==> config.mk <==
export PLATFORM = sky130hd
export DESIGN_NAME = serial_adder_flat
export DESIGN_NICKNAME = d
export VERILOG_FILES = /design/src/rtl/serial_adder_if.sv /design/src/rtl/serial_adder.sv /design/src/flat_wrapper.sv
export SDC_FILE = /design/constraint.sdc
export NUM_CORES = 1
export LEC_CHECK = 0
export CORE_ASPECT_RATIO = 0.75
export CORE_MARGIN = 2
export CORE_UTILIZATION = 55
export CTS_CLUSTER_DIAMETER = 60
export CTS_CLUSTER_SIZE = 40
export DETAILED_ROUTE_END_ITERATION = 10
export PLACE_DENSITY = 0.85
export SYNTH_ARGS = -nofsm -noshare
export SYNTH_HDL_FRONTEND = slang
export SYNTH_SLANG_ARGS = --single-unit
==> constraint.sdc <==
create_clock -name clk -period 7.1 [get_ports clk]
set_clock_uncertainty 0.2 [all_clocks]
set_input_delay 1.065 -clock clk [delete_from_list [all_inputs] [get_ports clk]]
set_output_delay 1.065 -clock clk [all_outputs]
set_load 0.02 [all_outputs]
==> src/rtl/serial_adder_if.sv <==
// serial_adder_if: operand/result valid-ready bundle for serial_adder.
interface serial_adder_if #(parameter int WIDTH = 32);
    logic             in_valid;
    logic             in_ready;
    logic [WIDTH-1:0] a;
    logic [WIDTH-1:0] b;
    logic             sub;
    logic             out_valid;
    logic             out_ready;
    logic [WIDTH-1:0] o;
    logic             carry;
    logic             overflow;
    logic             zero;
    logic             negative;
    modport master (
        output in_valid, a, b, sub, out_ready,
        input  in_ready, out_valid, o, carry, overflow, zero, negative
    );
    modport slave (
        input  in_valid, a, b, sub, out_ready,
        output in_ready, out_valid, o, carry, overflow, zero, negative
    );
endinterface

==> src/rtl/serial_adder.sv <==
// serial_adder: multi-cycle add/sub, CHUNK bits per clock LSB-first with registered carry,
// valid/ready on both sides and carry/overflow/zero/negative flags.
module serial_adder #(
    parameter int WIDTH = 32,
    parameter int CHUNK = 8
) (
    input logic           clk,
    input logic           rst_n,
    serial_adder_if.slave bus
);
    localparam int N  = WIDTH / CHUNK;
    localparam int IW = N > 1 ? $clog2(N) : 1;
    if (CHUNK < 1 || CHUNK > WIDTH || WIDTH % CHUNK != 0) begin : g_bad_chunk
        $error("serial_adder: CHUNK must divide WIDTH");
    end
    typedef enum logic [1:0] {IDLE, BUSY, DONE} state_t;
    state_t           state_q, state_d;
    logic [WIDTH-1:0] a_q, a_d, b_q, b_d, o_q, o_d;
    logic [IW-1:0]    idx_q, idx_d;
    logic             c_q, c_d, carry_q, carry_d, ovf_q, ovf_d, zero_q, zero_d, neg_q, neg_d;
    logic [CHUNK:0]   sum;
    logic             accept, last;
    assign bus.in_ready  = state_q == IDLE || (state_q == DONE && bus.out_ready);
    assign bus.out_valid = state_q == DONE;
    assign bus.o         = o_q;
    assign bus.carry     = carry_q;
    assign bus.overflow  = ovf_q;
    assign bus.zero      = zero_q;
    assign bus.negative  = neg_q;
    assign accept = bus.in_valid && bus.in_ready;
    assign last   = idx_q == IW'(N - 1);
    assign sum    = {1'b0, a_q[idx_q*CHUNK +: CHUNK]} + {1'b0, b_q[idx_q*CHUNK +: CHUNK]}
                  + {{CHUNK{1'b0}}, c_q};
    always_comb begin
        state_d = state_q;
        a_d     = a_q;
        b_d     = b_q;
        o_d     = o_q;
        idx_d   = idx_q;
        c_d     = c_q;
        carry_d = carry_q;
        ovf_d   = ovf_q;
        zero_d  = zero_q;
        neg_d   = neg_q;
        if (state_q == BUSY) begin
            o_d[idx_q*CHUNK +: CHUNK] = sum[CHUNK-1:0];
            c_d   = sum[CHUNK];
            idx_d = idx_q + IW'(1);
            if (last) begin
                state_d = DONE;
                carry_d = sum[CHUNK];
                ovf_d   = (a_q[WIDTH-1] == b_q[WIDTH-1]) && (o_d[WIDTH-1] != a_q[WIDTH-1]);
                zero_d  = o_d == '0;
                neg_d   = o_d[WIDTH-1];
            end
        end
        if (state_q == DONE && bus.out_ready) state_d = IDLE;
        // subtraction is a + ~b + 1: invert b once here and seed the carry with sub
        if (accept) begin
            state_d = BUSY;
            a_d     = bus.a;
            b_d     = bus.b ^ {WIDTH{bus.sub}};
            c_d     = bus.sub;
            idx_d   = '0;
        end
    end
    always_ff @(posedge clk or negedge rst_n) begin
        if (!rst_n) begin
            state_q <= IDLE;
            a_q     <= '0;
            b_q     <= '0;
            o_q     <= '0;
            idx_q   <= '0;
            c_q     <= 1'b0;
            carry_q <= 1'b0;
            ovf_q   <= 1'b0;
            zero_q  <= 1'b0;
            neg_q   <= 1'b0;
        end else begin
            state_q <= state_d;
            a_q     <= a_d;
            b_q     <= b_d;
            o_q     <= o_d;
            idx_q   <= idx_d;
            c_q     <= c_d;
            carry_q <= carry_d;
            ovf_q   <= ovf_d;
            zero_q  <= zero_d;
            neg_q   <= neg_d;
        end
    end
endmodule

==> src/flat_wrapper.sv <==
// flat-port wrapper written by rule: the top's interface ports become plain ports
module serial_adder_flat 
#(
    parameter int WIDTH = 32,
    parameter int CHUNK = 8
)
  (clk, rst_n, bus_in_valid, bus_a, bus_b, bus_sub, bus_out_ready, bus_in_ready, bus_out_valid, bus_o, bus_carry, bus_overflow, bus_zero, bus_negative);
  serial_adder_if #(.WIDTH(WIDTH)) bus_i ();
  input logic clk;
  input logic rst_n;
  input wire logic [$bits(bus_i.in_valid)-1:0] bus_in_valid;
  input wire logic [$bits(bus_i.a)-1:0] bus_a;
  input wire logic [$bits(bus_i.b)-1:0] bus_b;
  input wire logic [$bits(bus_i.sub)-1:0] bus_sub;
  input wire logic [$bits(bus_i.out_ready)-1:0] bus_out_ready;
  output wire logic [$bits(bus_i.in_ready)-1:0] bus_in_ready;
  output wire logic [$bits(bus_i.out_valid)-1:0] bus_out_valid;
  output wire logic [$bits(bus_i.o)-1:0] bus_o;
  output wire logic [$bits(bus_i.carry)-1:0] bus_carry;
  output wire logic [$bits(bus_i.overflow)-1:0] bus_overflow;
  output wire logic [$bits(bus_i.zero)-1:0] bus_zero;
  output wire logic [$bits(bus_i.negative)-1:0] bus_negative;
  assign bus_i.in_valid = bus_in_valid;
  assign bus_i.a = bus_a;
  assign bus_i.b = bus_b;
  assign bus_i.sub = bus_sub;
  assign bus_i.out_ready = bus_out_ready;
  assign bus_in_ready = bus_i.in_ready;
  assign bus_out_valid = bus_i.out_valid;
  assign bus_o = bus_i.o;
  assign bus_carry = bus_i.carry;
  assign bus_overflow = bus_i.overflow;
  assign bus_zero = bus_i.zero;
  assign bus_negative = bus_i.negative;
  serial_adder #(.WIDTH(WIDTH), .CHUNK(CHUNK)) u_core (.clk(clk), .rst_n(rst_n), .bus(bus_i));
endmodule
==> results of run 1 <==
[worst max-delay path, delay by kind of cell (launching register included)]
family	cells	cell delay, ps
mux	1	430
simple gates	1	100
flops	1	930
xor+xnor	1	410
fa+ha+maj	2	900
compound gates	4	910
[layout make-up]
class | instances | area share
tap | 128 | 0.0239
sequential | 105 | 0.392
clock inverter | 7 | 0.0112
clock buffer | 9 | 0.0336
multi-input combinational | 321 | 0.374
inverter | 7 | 0.00392
timing repair buffer | 109 | 0.161
[Yosys cell counts, types with 2 or more instances]
master / n
or4_1: 2
a21oi_1: 40
o21ai_0: 15
xnor2_1: 33
nor2_1: 57
xor2_1: 3
a21o_1: 3
a31oi_1: 2
buf_1: 6
mux2i_1: 2
nor3_1: 7
nor4_1: 6
nand2b_1: 3
ha_1: 13
nand2_1: 25
nand3b_1: 2
inv_1: 7
o21ai_1: 4
nand4_1: 2
fa_1: 2
a211oi_2: 2
nand3_1: 2
a22o_1: 23
buf_2: 9
dfrtp_1: 105
mux4_2: 16
clkbuf_1: 8
mux2_2: 32
[cells by family (layout without fill, tap and decap cells)]
kind of cell	Yosys count	after routing	synth area share
and+or+nand+nor	115	115	0.100
buffers and inverters	32	132	0.0270
DFF	105	105	0.498
AOI/OAI and AO/OA	105	105	0.136
muxes	50	50	0.140
adders and majority gates	15	15	0.0384
xor gates and xnor gates	36	36	0.0598
[per-layer routing]
layer	global-route usage	routed length, um	up-vias
met3	0.0473	1030	17
met1	0.383	5580	2027
met5	0	0	-
li1	-	-	1835
met4	0.0674	192	0
met2	0.410	5980	184
[report_power, final]
group          leakage [nW]  switching [mW]  internal [mW]
clock                 0.151           0.230          0.278
combinational          1.30            1.34          0.945
sequential             1.28           0.201          0.863
total                  2.73            1.77           2.08
[flip-flops by register name, summed over array words and instances, names as in the netlist]
signal and count:
u_core.a_q 32, u_core.b_q 32, u_core.bus.o 32, u_core.idx_q 2, u_core.state_q 2, u_core.bus.carry 1
u_core.bus.negative 1, u_core.bus.overflow 1, u_core.bus.zero 1, u_core.c_q 1
[final timing paths]
kind | to | slack (ps) | start | depth (start not counted)
setup / recovery | u_core.bus.zero | 3100 | u_core.idx_q[1] | 9
hold / removal | u_core.a_q[14] | 310 | u_core.a_q[14] | 1
setup reg to reg | u_core.bus.zero | 3100 | u_core.idx_q[1] | 9
hold reg to reg | u_core.a_q[14] | 310 | u_core.a_q[14] | 1
max in group asynchronous | u_core.b_q[12] | 5010 | rst_n | 2
min in group asynchronous | u_core.state_q[0] | 510 | rst_n | 1
[metrics by stage]
stage          cell area, um2  std cells   util  hold WS, ps
6_report                 6700        686  0.728          308
4_1_cts                  6700        686  0.728          312
5_1_grt                  6700        686  0.728          332
3_3_place_gp             6400        670  0.696          273
2_1_floorplan            5280        458      -          275
3_5_place_dp             6400        670  0.696          294
==> summary.md, run 1 <==
| Metric | Value |
|---|---|
| Status | complete, no violations |
| Fin nets | 637 |
| Total GRT Usage | 0.262 |
| Die H | 88.8 um |
| Primary FF master, synth | dfrtp_1 |
| Via density per instance | about 5.9 |
| CORE AREA | 9200 um2 |
| Total number of vias | approximately 4000 |
| Area of the mapped netlist | 5280 um2 |
| Yosys top cell by area | dfrtp_1 |
| Clk Latency, worst-skew pair | 340 ps |
| Worst EP arrival | roughly 4000 ps |
| TritonCTS Sinks | ~110 |
| Setup bufs post-CTS | 0 |
| Share of layout cells above drive strength 1 | 0.145 |
| Cts bufs inserted | 9 |
| Worst slew pin tran | 898 ps |
| Wirelength per Cell | 18.6 um |
| Critical path's largest stage delay | 930 ps |
| Number of flops mapped to enable cells by yosys | 0 |
| Drt drc | 0 |
| DIE AREA | 10400 um2 |
| Setup Viol. Count Final | 0 |
| Max-cap viol count | 0 |
| WP data required | 7130 ps |
| Final period util | 0.563 |
| Post-route antenna net violation count | 0 |
| Initial core utilization | 0.574 |
| DRT iter0 DRCs | 319 |
| Antenna Cells | 0 |
| CTS tree | yes |
| Most common cell after layout, fill and taps aside | dfrtp_1 |
| Peak supply drop | between 0.4 and 0.5 mV |
| FF+latch count, synth | 105 |
| Total power | 3.86 mW |
| CP endpoint kind | flip-flop |
| Yosys warnings | 0 |
| Vias in the first global route | roughly 4000 |
| Crit-path slowest cell | dfrtp_1 |
| Setup CP Type | flip-flop to flip-flop |
| Cells after Synth | 458 |
| Chip Width | around 120 um |
| Pwr dens | 576 nW/um2 |
| Clock Path Buffers | 2 |
| Synth cell types | 55 |
| IO Pins | 107 |
| Worst Hold Class | flip-flop to flip-flop |
| Area of the multi-input gates | 2510 um2 |
| Clock transition at path regs | approximately 70 ps |
| Commonest cells after routing, fill and taps aside | 105 x dfrtp_1, 104 x clkdlybuf4s50_1, 57 x nor2_1 |
| Final setup TNS | 0 ps |
| First-pass GRT wire length | 20.6 mm |
| Post-CTS resize count | 0 |
| Routability Congestion | 0.900 |
| CP Max Fanout | 21 |
| Area Overhead vs Synth | 27.0% |
| Post-Syn Nets | around 540 |
| Register area share after synthesis | 0.498 |
| Share of the synthesized area in the top cell type | 0.498 |
| CP most frequent cell | fa_1 |
| Setup slack at placement | between 3000 and 4000 ps |
| Fillers | 653 |
| DRT Pass-1 Iters | 5 |
| Final wirelength | 12.8 mm |
| Global route total overflow | 0 |
| # H-tree levels | 3 |
| FMAX | between 200 and 300 MHz |
| Dominant cells by area after synthesis | dfrtp_1 50%, mux2_2 6.8%, mux4_2 6.8% |
| Avg Cell Area, Syn | approximately 12 um2 |
| Crit path launch type | flip-flop |
| Largest net degree at the start of global routing | 61 |
| Hold bufs inserted after CTS | 0 |
| Row count | 30 |
| Final Hold Fails | 0 |
| RSZ-0062 raised after global routing | no |
| Number of port buffers | between 100 and 150 |
| DP Wirelength | 9.22 mm |
| Crit path cell chain | mux4_2 -> fa_1 -> fa_1 -> a211oi_2 -> nor2_1 -> xor2_1 -> o22a_1 -> a2111oi_2 -> a32o_1 |
| Register area | approximately 2600 um2 |
| FFs w/ async S/R, synth | 1.00 |
| Root Driver | clkbuf_16 |
| Max_slew headroom | 0.401 |
| Max Slew Vio Count | 0 |
| Initial antenna violation count | 0 |
| Lkg Pwr | 2.73 nW |
| Min Tclk post-route | 4000 ps |
| Fin worst setup slack | 3100 ps |
Power figures use the tool's default switching activity.
==> run 2, diff against run 1 <==
--- a/config.mk
+++ b/config.mk
@@ -7,11 +7,11 @@
 export LEC_CHECK = 0
 export CORE_ASPECT_RATIO = 0.75
 export CORE_MARGIN = 2
-export CORE_UTILIZATION = 55
+export CORE_UTILIZATION = 52
 export CTS_CLUSTER_DIAMETER = 60
 export CTS_CLUSTER_SIZE = 40
 export DETAILED_ROUTE_END_ITERATION = 10
-export PLACE_DENSITY = 0.85
+export PLACE_DENSITY = 0.81
 export SYNTH_ARGS = -nofsm -noshare
 export SYNTH_HDL_FRONTEND = slang
 export SYNTH_SLANG_ARGS = --single-unit
==> constraint.sdc (replaced) <==
create_clock -name clk -period 3.8 [get_ports clk]
set_clock_uncertainty 0.2 [all_clocks]
set_input_delay 0.57 -clock clk [delete_from_list [all_inputs] [get_ports clk]]
set_output_delay 0.57 -clock clk [all_outputs]
set_load 0.02 [all_outputs]
==> summary.md, run 2 (same netlist as run 1, synthesis figures left out) <==
| Metric | Value |
|---|---|
| Status | complete, no violations |
| Antenna Cells | 0 (unchanged) |
| Pwr dens | 1080 nW/um2 (+87%) |
| Worst slew pin tran | 1060 ps (+162 ps) |
| WP data required | 3830 ps (-3300 ps) |
| CP endpoint kind | flip-flop |
| Max Slew Vio Count | 0 (unchanged) |
| Clock Path Buffers | 2 (unchanged) |
| Global route total overflow | 0 (unchanged) |
| Min Tclk post-route | 3620 ps (-383 ps) |
| Fin cells | 696 (+1.5%) |
| Cell Area, Placed | 6460 um2 (+1.0%) |
| Vias in the first global route | 4146 (+4.4%) |
| Final period util | 0.951 (+0.388) |
| CP bufs+invs | 0 (unchanged) |
| Post-route antenna net violation count | 0 (unchanged) |
| FMAX | 277 MHz (+11%) |
| Row count | 31 (+3.3%) |
| RSZ-0062 raised after global routing | no |
| Hold bufs inserted after CTS | 0 (unchanged) |
| Final wirelength | 12.8 mm (about the same) |
| Largest net degree at the start of global routing | 87 (+43%) |
| DRT Pass-1 Iters | 6 (+1) |
| Worst EP arrival | 3650 ps (-380 ps) |
| CP Max Fanout | 5 (-76%) |
| Max_slew headroom | 0.294 (-0.108) |
| Setup bufs post-CTS | 0 (unchanged) |
| Placed cells | 682 (+1.8%) |
| Chip Width | 120 um (+2.7%) |
| Setup CP Type | flip-flop to flip-flop |
| Number of port buffers | 106 (unchanged) |
| Die H | 91.2 um (+2.7%) |
| Total power | 7.23 mW (+87%) |
| Total GRT Usage | 0.250 (-0.0118) |
| Final Hold Fails | 0 (unchanged) |
| Share of layout cells above drive strength 1 | 0.152 (+0.00732) |
| Initial core utilization | 0.540 (-0.0339) |
| DP Wirelength | 9.56 mm (+3.6%) |
| Drt drc | 0 (unchanged) |
| Wirelength per Cell | 18.4 um (-1.3%) |
| Critical path's largest stage delay | 540 ps (-390 ps) |
| Largest delay share family, worst path | compound AO/OA/AOI/OAI gates |
| Post-CTS resize count | 0 (unchanged) |
| Design Area, Final | 6710 um2 (+0.24%) |
| Fin nets | 645 (+1.3%) |
| Lkg Pwr | 2.75 nW (+0.46%) |
| CTS tree | yes |
| First-pass GRT wire length | 21.2 mm (+3.0%) |
| Most common cell after layout, fill and taps aside | dfrtp_1 |
| Initial antenna violation count | 0 (unchanged) |
| Clock transition at path regs | 70 ps (about the same) |
| Final setup TNS | 0 ps (unchanged) |
| IO Pins | 107 (unchanged) |
| Area Overhead vs Synth | 27.3% |
| CORE AREA | 9770 um2 (+6.3%) |
| Peak supply drop | 0.600 mV (+38%) |
| Cts bufs inserted | 9 (unchanged) |
| Crit path launch type | flip-flop |
| Total number of vias | 4029 (-0.84%) |
| Clk Latency, worst-skew pair | 340 ps (about the same) |
| Commonest cells after routing, fill and taps aside | 105 x dfrtp_1, 104 x clkdlybuf4s50_1, 57 x nor2_1 |
| Setup Viol. Count Final | 0 (unchanged) |
| FF-to-FF setup slack | 180 ps (-2920 ps) |
| Crit-path slowest cell | mux4_2 |
| CP most frequent cell | fa_1 |
| DRT iter0 DRCs | 338 (+6.0%) |
| Fillers | 734 (+12%) |
| Routability Congestion | 0.886 (-1.5%) |
| Worst Hold Class | input pin to async pin |
| DIE AREA | 11000 um2 (+5.5%) |
| # H-tree levels | 3 (unchanged) |
| Via density per instance | 5.79 (-2.3%) |
| Max-cap viol count | 0 (unchanged) |
| Root Driver | clkbuf_16 |
| Crit path cell chain | mux4_2 -> fa_1 -> fa_1 -> a211oi_2 -> nor2_1 -> xor2_1 -> o22a_1 -> a2111oi_2 -> a32o_1 |
| TritonCTS Sinks | 105 (unchanged) |
-- run 2: cell types whose count changed in the layout (fill, tap and decap cells not counted), sizes merged --
cell | before | now
buf | 5 | 13
clkinv | 2 | 3
bufinv | 1 | 0
inv | 11 | 7
clkbuf | 9 | 10
clkinvlp | 0 | 1
-- run 2: worst register-to-register path: cells and delay by family (launching register included) --
| kind | cells | cell delay [ps] |
|---|---|---|
| xor+xnor | 1 | 420 |
| fa+ha+maj | 2 | 890 |
| flops | 1 | 430 |
| simple gates | 1 | 110 |
| mux | 1 | 540 |
| compound gates | 4 | 910 |
-- run 2: layer usage --
layer / vias to the layer above / GRT usage / routed length, um
met5: - / 0 / 0
met4: 0 / 0.0824 / 227
met3: 16 / 0.0534 / 922
met2: 172 / 0.383 / 6000
met1: 1988 / 0.357 / 5650
li1: 1853 / - / -
-- run 2: per-stage QoR --
stage                util  hold WS, ps  worst slack [ps]
global route        0.687          305              24.0
detailed placement  0.661          276               224
finish              0.687          209               185
floorplan               -         74.4               125
global placement    0.661          272               304
CTS                 0.687          261               209
-- run 2: area by class of cell --
| cell class | count | area [um2] | share of cell area |
|---|---|---|---|
| sequential | 105 | 2630 | 0.391 |
| multi-input combinational | 321 | 2510 | 0.373 |
| timing repair buffer | 117 | 1140 | 0.169 |
| clock buffer | 10 | 229 | 0.0341 |
| tap | 132 | 165 | 0.0246 |
| inverter | 7 | 26.3 | 0.00391 |
| clock inverter | 4 | 22.5 | 0.00335 |
-- run 2: report_power, final --
part	total [mW]	leakage [nW]	internal, mW	switching, mW
clock network	0.815	0.124	0.433	0.381
logic	4.44	1.34	1.91	2.53
registers	1.97	1.28	1.61	0.358
-- run 2: worst paths after layout --
| path | from | end | cells after the start |
|---|---|---|---|
| setup / recovery | u_core.idx_q[0] | u_core.bus.zero | 9 |
| hold / removal | rst_n | u_core.b_q[9] | 1 |
| setup reg to reg | u_core.idx_q[0] | u_core.bus.zero | 9 |
| hold reg to reg | u_core.bus.overflow | u_core.bus.overflow | 1 |
| max in group asynchronous | rst_n | u_core.a_q[4] | 2 |
| min in group clk | u_core.bus.overflow | u_core.bus.overflow | 1 |
==> run 3, diff against run 2 <==
--- a/config.mk
+++ b/config.mk
@@ -5,6 +5,7 @@
 export SDC_FILE = /design/constraint.sdc
 export NUM_CORES = 1
 export LEC_CHECK = 0
+export ABC_CLOCK_PERIOD_IN_PS = 3800
 export CORE_ASPECT_RATIO = 0.75
 export CORE_MARGIN = 2
 export CORE_UTILIZATION = 52
==> results of run 3 <==
Final layout, timing and power as in run 2 (identical DEF).
